### config.mk
export PLATFORM = sky130hd
export DESIGN_NAME = fpu_mem_arbiter
export DESIGN_NICKNAME = d
export VERILOG_FILES = /design/src/rtl/fpu_arb_pkg.sv /design/src/rtl/rr_priority_picker.sv /design/src/rtl/fpu_mem_arbiter.sv
export SDC_FILE = /design/constraint.sdc
export NUM_CORES = 1
export LEC_CHECK = 0
export CAP_MARGIN = 20
export CORE_AREA = 3 3 157 159
export CTS_CLUSTER_DIAMETER = 100
export DETAILED_ROUTE_END_ITERATION = 6
export DIE_AREA = 0 0 160 162
export MAX_ROUTING_LAYER = met4
export PLACE_DENSITY = 0.68
export SLEW_MARGIN = 40
export SYNTH_ARGS = -nofsm -noshare
export SYNTH_HDL_FRONTEND = slang
export SYNTH_HIERARCHICAL = 1
export SYNTH_SLANG_ARGS = --single-unit
### constraint.sdc
create_clock -name clk -period 5.85 [get_ports clk]
set_input_delay 1.17 -clock clk [delete_from_list [all_inputs] [get_ports clk]]
set_output_delay 1.17 -clock clk [all_outputs]
set_load 0.01 [all_outputs]
### src/rtl/fpu_arb_pkg.sv
// Shared types and default sizes for the FPU memory-port arbiter.
package fpu_arb_pkg;
    typedef enum logic [1:0] {ARB_IDLE, ARB_BUSY, ARB_RELEASE} arb_state_e;
    typedef enum logic {ARB_RD, ARB_WR} arb_op_e;

    localparam int ARB_NUM_REQ = 4;
    localparam int ARB_ADDR_W  = 32;
    localparam int ARB_DATA_W  = 32;
    localparam int ARB_TIMEOUT = 256;
endpackage

### src/rtl/rr_priority_picker.sv
// Combinational round-robin search: first eligible index after last_grant, wrapping.
module rr_priority_picker
    import fpu_arb_pkg::*;
#(
    parameter  int NUM_REQ = ARB_NUM_REQ,
    localparam int IDX_W   = $clog2(NUM_REQ)
) (
    input  logic [NUM_REQ-1:0] eligible,
    input  logic [IDX_W-1:0]   last_grant,
    output logic               found,
    output logic [IDX_W-1:0]   winner
);
    logic [IDX_W-1:0] idx;

    // Walk offsets from farthest to nearest so the nearest eligible index wins.
    always_comb begin
        found  = 1'b0;
        winner = '0;
        idx    = '0;
        for (int off = NUM_REQ; off >= 1; off--) begin
            idx = IDX_W'((int'(last_grant) + off) % NUM_REQ);
            if (eligible[idx]) begin
                found  = 1'b1;
                winner = idx;
            end
        end
    end
endmodule

### src/rtl/fpu_mem_arbiter.sv
// Round-robin arbiter sharing one memory port among FPU requesters, one transaction per grant.
// Optional BUSY watchdog enabled by defining FPU_ARB_TIMEOUT_EN.
module fpu_mem_arbiter
    import fpu_arb_pkg::*;
#(
    parameter  int NUM_REQ        = ARB_NUM_REQ,
    parameter  int ADDR_W         = ARB_ADDR_W,
    parameter  int DATA_W         = ARB_DATA_W,
    parameter  int TIMEOUT_CYCLES = ARB_TIMEOUT,
    localparam int IDX_W          = $clog2(NUM_REQ)
) (
    input  logic                            clk,
    input  logic                            rst_l,
    input  logic [NUM_REQ-1:0]              req_avail,
    input  logic [NUM_REQ-1:0]              req_r_en,
    input  logic [NUM_REQ-1:0]              req_w_en,
    input  logic [NUM_REQ-1:0][ADDR_W-1:0]  req_ptr,
    input  logic [NUM_REQ-1:0][DATA_W-1:0]  req_wdata,
    output logic [NUM_REQ-1:0]              req_done,
    output logic [DATA_W-1:0]               req_rdata,
    output logic                            mem_avail,
    output logic                            mem_r_en,
    output logic                            mem_w_en,
    output logic [ADDR_W-1:0]               mem_ptr,
    output logic [DATA_W-1:0]               mem_wdata,
    input  logic                            mem_done,
    input  logic [DATA_W-1:0]               mem_rdata,
    output logic                            busy,
    output logic [IDX_W-1:0]                grant_id,
    output logic                            timeout_err
);
    arb_state_e          state, state_nxt;
    logic [IDX_W-1:0]    last_grant;
    logic [NUM_REQ-1:0]  eligible;
    logic                found;
    logic [IDX_W-1:0]    winner;
    arb_op_e             win_op;
    logic                timeout_hit;

    assign eligible = req_avail & (req_r_en | req_w_en);
    assign win_op   = req_w_en[winner] ? ARB_WR : ARB_RD;

    rr_priority_picker #(.NUM_REQ(NUM_REQ)) u_picker (
        .eligible   (eligible),
        .last_grant (last_grant),
        .found      (found),
        .winner     (winner)
    );

`ifdef FPU_ARB_TIMEOUT_EN
    localparam int CNT_W = $clog2(TIMEOUT_CYCLES + 1);
    logic [CNT_W-1:0] to_cnt;

    always_ff @(posedge clk or negedge rst_l) begin
        if (!rst_l)
            to_cnt <= '0;
        else if (state == ARB_IDLE && found)
            to_cnt <= '0;
        else if (state == ARB_BUSY)
            to_cnt <= to_cnt + CNT_W'(1);
    end

    // A real completion arriving on the limit cycle wins over the watchdog.
    assign timeout_hit = (state == ARB_BUSY) && (to_cnt == CNT_W'(TIMEOUT_CYCLES)) && !mem_done;
`else
    assign timeout_hit = 1'b0;
`endif

    always_comb begin
        state_nxt = state;
        unique case (state)
            ARB_IDLE:    if (found) state_nxt = ARB_BUSY;
            ARB_BUSY:    if (mem_done || timeout_hit) state_nxt = ARB_RELEASE;
            ARB_RELEASE: state_nxt = ARB_IDLE;
            default:     state_nxt = ARB_IDLE;
        endcase
    end

    always_ff @(posedge clk or negedge rst_l) begin
        if (!rst_l) begin
            state       <= ARB_IDLE;
            last_grant  <= IDX_W'(NUM_REQ - 1);
            grant_id    <= '0;
            busy        <= 1'b0;
            mem_avail   <= 1'b0;
            mem_r_en    <= 1'b0;
            mem_w_en    <= 1'b0;
            mem_ptr     <= '0;
            mem_wdata   <= '0;
            req_done    <= '0;
            req_rdata   <= '0;
            timeout_err <= 1'b0;
        end else begin
            state       <= state_nxt;
            req_done    <= '0;
            req_rdata   <= '0;
            timeout_err <= 1'b0;
            case (state)
                ARB_IDLE: if (found) begin
                    last_grant <= winner;
                    grant_id   <= winner;
                    busy       <= 1'b1;
                    mem_avail  <= 1'b1;
                    mem_r_en   <= (win_op == ARB_RD);
                    mem_w_en   <= (win_op == ARB_WR);
                    mem_ptr    <= req_ptr[winner];
                    mem_wdata  <= req_wdata[winner];
                end
                ARB_BUSY: if (mem_done || timeout_hit) begin
                    mem_avail          <= 1'b0;
                    mem_r_en           <= 1'b0;
                    mem_w_en           <= 1'b0;
                    req_done[grant_id] <= 1'b1;
                    req_rdata          <= mem_done ? mem_rdata : '0;
                    timeout_err        <= timeout_hit;
                end
                ARB_RELEASE: busy <= 1'b0;
                default: ;
            endcase
        end
    end
endmodule

==> reports/results.tsv <==
metric	value	unit
outcome	finished clean	
commonest cells after routing, fill and taps aside	clkdlybuf4s50_1 (407), mux2i_1 (129), dfrtp_1 (108)	
die area	0.0259	mm^2
Setup violations, final	0	
LEAKAGE	0.00441	uW
type of origin of the critical path	primary input	
register bit total from synthesis	110	
post_cts resized	0	
hpwl dp	17.8	mm
ys async rst share	100	%
RR Startpoint	last_grant[1]$_DFFE_PN1P_	
# hold bufs at CTS	0	
CP Class	primary input to flip-flop	
fin crit period	3310	ps
Crit path arrival time	3530	ps
H-Tree Depth	3	
final WL	22.4	mm
grt ovf	0	
Clock Path Buffers	2	
# Post-CTS Setup Buffers	0	
Max Cap Violations	0	
Req. time, crit path	6060	ps
final RePlAce weighted congestion	0.801	
TritonCTS clock tree	done	
Starting Density	25.7	%
post-route antenna net violation count	0	
clock latency on the worst-skew pair	360	ps
crit-path max cell delay	490	ps
Hold Crit Class	flip-flop to flip-flop	
number of CTS-inserted buffers	9	
GRT Overall Usage	17.3	%
top layer in use	met4	
CP max-delay cell	buf_4	
pin count of the biggest net entering global routing	77	
Power per Cell Area	387	mW/mm^2
Hold Crit Start	mem_wdata[6]$_DFFE_PN0P_	
Worst VDD drop	0.000261	V
Initial DRT Pass Iterations	4	
Setup TNS	0	ps
fraction of the cycle the final worst path needs	56.6	%
Max Clk Rate	302	MHz
clk slew on worst S/H paths	90	ps
Main synth FF type	dfrtp_1	
initial detailed-routing violation count	240	
Crit. End Element	flip-flop	
vias in the first global route	5831	
Finished Layout Cells	1202	
first-pass GRT wire length	34.1	mm
crit path from	req_w_en[3]	
Warnings, synthesis	6	
CTS sink count	110	
# rows	56	
Vias/cell	4.48	
CP Cell Sequence	clkdlybuf4s50_1 > o21a_1 > nor2_1 > nand2_1 > nor3b_4 > nand2_4 > buf_4 > o221ai_1	
Post-synth EDFFs	0	
wire length on met3	1.96	mm
Layout area overhead	77.2	%
Core ar.	0.0234	mm^2
Slew Limit Headroom	50.9	%
Remaining DRCs	0	
placed cell count	1185	
Net Count, Synth	794	
Least-Margin Pin Slew	736	ps
synth unique cells	35	
IO Port Bufs	408	
IO Pins	410	
final hold vios	0	
Met1 Wirelength	9.00	mm
fin. max-slew vios	0	
met2 WL post-DR	11.3	mm
Avg Cell Area, Syn	12.3	um^2
Die H	162	um
ratio of cells with drive above 1 in the final layout	11.0	%
initial antenna violation count	0	
count of buffer and inverter cells on the critical path	2	
clock skew	11.8	ps
routed vias	5387	
Netlist Area Pre-Place	0.00602	mm^2
root buffer cell	clkbuf_16	
wire per inst	18.7	um
die width	160	um
Top Family by Delay on Critical Path	simple AND/OR/NAND/NOR gates	
layout net count	1180	
sequential area share after synthesis	45.8	%
most common cell after layout, fill and taps aside	clkdlybuf4s50_1	
Max FO, Critical Path	26	
RSZ-0062 raised after global routing	no	
post-synthesis cell count	491	
cell usage after synthesis, types with 2 or more instances:
cell type | number | share of area, %
dfstp_2 | 2 | 0.87
buf_4 | 5 | 0.62
nand2_1 | 77 | 4.8
a21oi_1 | 4 | 0.33
buf_2 | 24 | 2.0
nand2b_1 | 3 | 0.31
buf_6 | 10 | 1.9
dfrtp_1 | 108 | 45
nor2_1 | 4 | 0.25
o221ai_2 | 61 | 15
and2_1 | 32 | 3.3
inv_1 | 3 | 0.19
o221ai_1 | 4 | 0.58
clkbuf_1 | 2 | 0.12
o21a_1 | 4 | 0.50
mux2i_1 | 129 | 21
area by class of cell:
| type | count | area, um^2 |
|---|---|---|
| Antenna cell | 1 | 2.50 |
| Fill cell | 2228 | 12700 |
| Clock inverter | 7 | 86.3 |
| Inverter | 3 | 11.3 |
| Timing Repair Buffer | 416 | 4190 |
| Clock buffer | 9 | 225 |
| Tap cell | 319 | 399 |
| Sequential cell | 110 | 2760 |
| Multi-Input combinational cell | 337 | 3000 |
kinds of logic (layout without fill, tap and decap cells):
logic type / count (synthesis) / in the layout / synth area share, %
muxes: 130 / 130 / 21.8
DFF: 110 / 110 / 45.8
and+or+nand+nor: 129 / 129 / 10.5
other: 1 / 2 / 0.0623
AOI/OAI and AO/OA: 77 / 77 / 17.1
buffers and inverters: 44 / 435 / 4.80
stage by stage:
stage	total power (uW)	hold WS [ps]	setup slack, ps	util (%)	cell area, um^2
after floorplan	2500	460	3140	-	6020
after detailed placement	3530	465	2130	44.2	10300
final	4130	494	2540	45.6	10700
after global placement	3480	458	1970	44.0	10300
after global routing	4400	514	2390	45.6	10700
after CTS	4200	494	2520	45.6	10700
routing by layer:
layer  global-route usage, %  vias to the layer above
li1                        -                     2581
met1                    20.1                     2524
met2                    29.6                      269
met3                    5.79                       13
met4                    3.20                        0
met5                       -                        -
state kept, by name, indices dropped and copies added (netlist names):
name,count
state,2
mem_wdata,32
mem_ptr,32
last_grant,2
mem_w_en,1
mem_r_en,1
busy,1
mem_avail,1
req_rdata,32
grant_id,2
req_done,4
power by group:
group          internal (uW)  switching, uW  total [uW]
clock network            310            331         641
registers               1060            178        1240
logic                   1190           1060        2250
total                   2560           1570        4130
final timing paths:
check / endpoint / slack [ps] / cells past startpoint
max: mem_ptr[30]$_DFFE_PN0P_ / 2540 / 8
min: mem_wdata[6]$_DFFE_PN0P_ / 490 / 2
max reg2reg: mem_ptr[30]$_DFFE_PN0P_ / 3550 / 5
min reg2reg: mem_wdata[6]$_DFFE_PN0P_ / 490 / 2
max in group asynchronous: mem_wdata[27]$_DFFE_PN0P_ / 3930 / 2
min in group asynchronous: req_rdata[3]$_DFF_PN0_ / 770 / 1
tightest hold or removal path: cells and delay by family (launching register included):
family | cells | cell delay, ps
compound gates | 1 | 60
flops | 1 | 350
simple gates | 1 | 60
(Power assumes the default switching activity.)
==> RTL edit 1: new RTL, config.mk and constraints unchanged <==
`ARB_ADDR_W`: 32 -> 24.
--- a/src/rtl/fpu_arb_pkg.sv
+++ b/src/rtl/fpu_arb_pkg.sv
@@ -4,7 +4,7 @@
     typedef enum logic {ARB_RD, ARB_WR} arb_op_e;
 
     localparam int ARB_NUM_REQ = 4;
-    localparam int ARB_ADDR_W  = 32;
+    localparam int ARB_ADDR_W  = 24;
     localparam int ARB_DATA_W  = 32;
     localparam int ARB_TIMEOUT = 256;
 endpackage
Interface: changed (resized mem_ptr and req_ptr); port bits go from 410 to 370. No check against the original RTL was run, so the function may have changed too.
==> RTL edit 1 against the original RTL <==
- area after synthesis decreased by 11%
- fmax decreased by 3.3%
- die area unchanged
- final area decreased by 9.2%
- sequential share of layout area increased by 0.55 points
- count of clock-buffer cells in the layout increased by 1
- via count decreased by 9.1%
- global-route usage decreased by 1.8 points
- sequential cell count decreased by 8
- worst setup slack got worse by 0.11 ns
- critical path depth unchanged
- clock power decreased by 3.9%
- power decreased by 9.8%
- routed wire length decreased by 10%
- critical path type unchanged
==> RTL edit 1: results (changes against the original RTL) <==
* Area after DPL at 9390 um^2 (-9.3%)
* Compound-Gate Fraction of Synth Area at 15.7% (-1.4 points)
* Flop pwr share at 30.2% (+0.2 points)
* Layout cells sized above 1 at 9.91% (-1.1 points)
* Slowest CP cell: nand2_4
* WL met2 at 9800 um (-13%)
* Cell Int Power at 2.33 mW (-9.1%)
* DP Worst Slack at 1.98 ns (-0.152 ns)
* Proportion of synthesized area in mux cells at 21.5% (-0.31 points)
* Switching power at 1.40 mW (-11%)
* Worst hold endpoint: mem_wdata[5]
* Vias per inst at 4.35 (-3.0%)
* Met2 Use GR at 25.4% (-4.2 points)
* Layout filler cell count at 2271 (+1.9%)
* Worst Clk Skew at 0.00716 ns (-0.00466 ns)
* Port buffer count at 368 (-9.8%)
* Hold path start: mem_wdata[5]
* Slowest cell delay on critical path at 0.58 ns (+0.09 ns)
* Peak Freq at 292 MHz (-3.3%)
* N_diodes at 0 (-1)
* Post-DP HPWL at 15200 um (-14%)
* Vias in the first global route at 5229 (-10%)
* Sequential area share after synthesis at 47.6% (+1.9 points)
* Metal3 WL at 1510 um (-23%)
* Status: finished clean
* Setup crit end: mem_wdata[31]
* Largest net degree at the start of global routing at 69 (-10%)
==> RTL edit 1: cell count changes in the layout (fill, tap and decap cells not counted), sizes merged <==
cell | before | now
inv | 7 | 6
mux2i | 129 | 113
a21oi | 5 | 6
nand2b | 4 | 5
clkbuf | 9 | 10
or2b | 1 | 0
o221ai | 65 | 57
nand2 | 78 | 70
dfrtp | 108 | 100
diode | 1 | 0
clkdlybuf4s50 | 407 | 367
buf | 9 | 14
nor2b | 1 | 0
==> RTL edit 1: layout make-up <==
| cell class | count | area, um^2 | area share [%] |
|---|---|---|---|
| clock inverters | 6 | 65.1 | 0.672 |
| well taps | 319 | 399 | 4.12 |
| multi-input cells | 305 | 2600 | 26.8 |
| clock buffers | 10 | 229 | 2.36 |
| inverters | 3 | 11.3 | 0.116 |
| repair buffers | 381 | 3830 | 39.5 |
| flip-flops and latches | 102 | 2550 | 26.4 |
==> RTL edit 2: new RTL, same flow settings <==
Without the edit above. The 3 states of `arb_state_e` get a one-hot encoding in 3 bits.
--- a/src/rtl/fpu_arb_pkg.sv
+++ b/src/rtl/fpu_arb_pkg.sv
@@ -1,6 +1,6 @@
 // Shared types and default sizes for the FPU memory-port arbiter.
 package fpu_arb_pkg;
-    typedef enum logic [1:0] {ARB_IDLE, ARB_BUSY, ARB_RELEASE} arb_state_e;
+    typedef enum logic [2:0] {ARB_IDLE = 3'b001, ARB_BUSY = 3'b010, ARB_RELEASE = 3'b100} arb_state_e;
     typedef enum logic {ARB_RD, ARB_WR} arb_op_e;
 
     localparam int ARB_NUM_REQ = 4;
Formal check against the unedited RTL: same outputs for any inputs over 4 cycles, from zero or initial values and one cycle with rst_l low; so few cycles prove little.
==> RTL edit 2 against the original RTL <==
- worst setup slack got worse by 0.21 ns
- routed wire length is 0.25% lower
- synthesized cell count fell by 0.41%
- final area down 2.7%
- core utilization is 1.2 points lower
- power down 5.3%
- area after synthesis is 5.9% lower
- sequential cell count increased by 1
==> RTL edit 2: results (changes against the original RTL) <==
* Status: finished clean
* Post-DP HPWL at 17700 um (-0.49%)
* First-pass GRT wire length at 34300 um (+0.63%)
* Crit-path leading delay family: buffers and inverters
* Syn avg cell area at 11.6 um^2 (-5.5%)
* R2R Setup Slk at 3.41 ns (-0.14 ns)
* Sequential area share after synthesis at 49.1% (+3.3 points)
* Gr usage total at 17.8% (+0.48 points)
* Gpl congestion at 0.781 (-2.5%)
* Layout cells sized above 1 at 11.0% (+0.051 points)
* Slowest cell delay on critical path at 0.58 ns (+0.09 ns)
* Worst hold endpoint: mem_wdata[15]
* Peak Freq at 284 MHz (-5.9%)
* Vias at 5285 (-1.9%)
* Flop pwr share at 31.3% (+1.3 points)
* CP Max Fanout at 48 (+85%)
* Vias in the first global route at 5840 (+0.15%)
* Hold path start: mem_wdata[15]
* DR WL/cell at 18.6 um (-0.58%)
* Drt first pass iters at 6 (+2)
* Hold_ws at 0.474 ns (-0.0206 ns)
* Worst slew pin tran at 0.709 ns (-0.0274 ns)
* Largest net degree at the start of global routing at 64 (-17%)
* Crit path launch: req_w_en[2]
* Yosys cell types at 31 (-11%)
* Slowest CP cell: mux4_2
* Top cells by area, synth: dfrtp_1 48%, mux4_2 26%, nand2_1 14%
* # nets final at 1185 (+0.42%)
* Commonest cells in the netlist: 210 x nand2_1, 108 x dfrtp_1, 65 x mux4_2, 32 x and2_1, 12 x buf_2
* R2R cell count at 7 (+2)
* Total power at 3.91 mW (-5.3%)
* Clock group share of total power at 16.5% (+1.0 points)
* Vias per inst at 4.38 (-2.2%)
* Synth Net Count at 792 (-0.25%)
* Class of the most critical setup path: in2reg
* RR Endpoint: mem_ptr[31]
* Starting DRT DRC Count at 263 (+9.6%)
* Critical Path AT at 3.76 ns (+0.23 ns)
* Maximum vdd drop at 0.000255 V (-2.2%)
* Area after DPL at 10100 um^2 (-2.6%)
==> RTL edit 2: cell count changes after synthesis, moves of 9 or more <==
cell | unedited run | this run
buf_2 | 24 | 12
clkbuf_1 | 2 | 11
mux2i_1 | 129 | 1
mux4_2 | 1 | 65
nand2_1 | 77 | 210
o221ai_2 | 61 | 1
==> RTL edit 2: layout make-up <==
type	count	area, um^2
clock buffers	9	225
fillers	2265	13000
flip-flops and latches	111	2780
inverters	4	15.0
multi-input cells	341	2730
repair buffers	415	4150
well taps	319	399
clock inverters	7	81.3
==> RTL edit 2: cell families after synthesis <==
family / Yosys count / share of synthesized area (%)
buffers and inverters: 37 / 3.58
muxes: 66 / 26.0
and+or+nand+nor: 260 / 19.6
AOI/OAI and AO/OA: 14 / 1.68
DFF: 111 / 49.1
other: 1 / 0.0662
==> RTL edit 2: per-layer routing <==
layer  GRT usage, %  vias up  routed length [um]
li1               -     2458                   -
met1           20.2     2551                8650
met2           31.3      255               11600
met3           5.10       21                1810
met4           4.26        0                 346
met5              -        -                   0
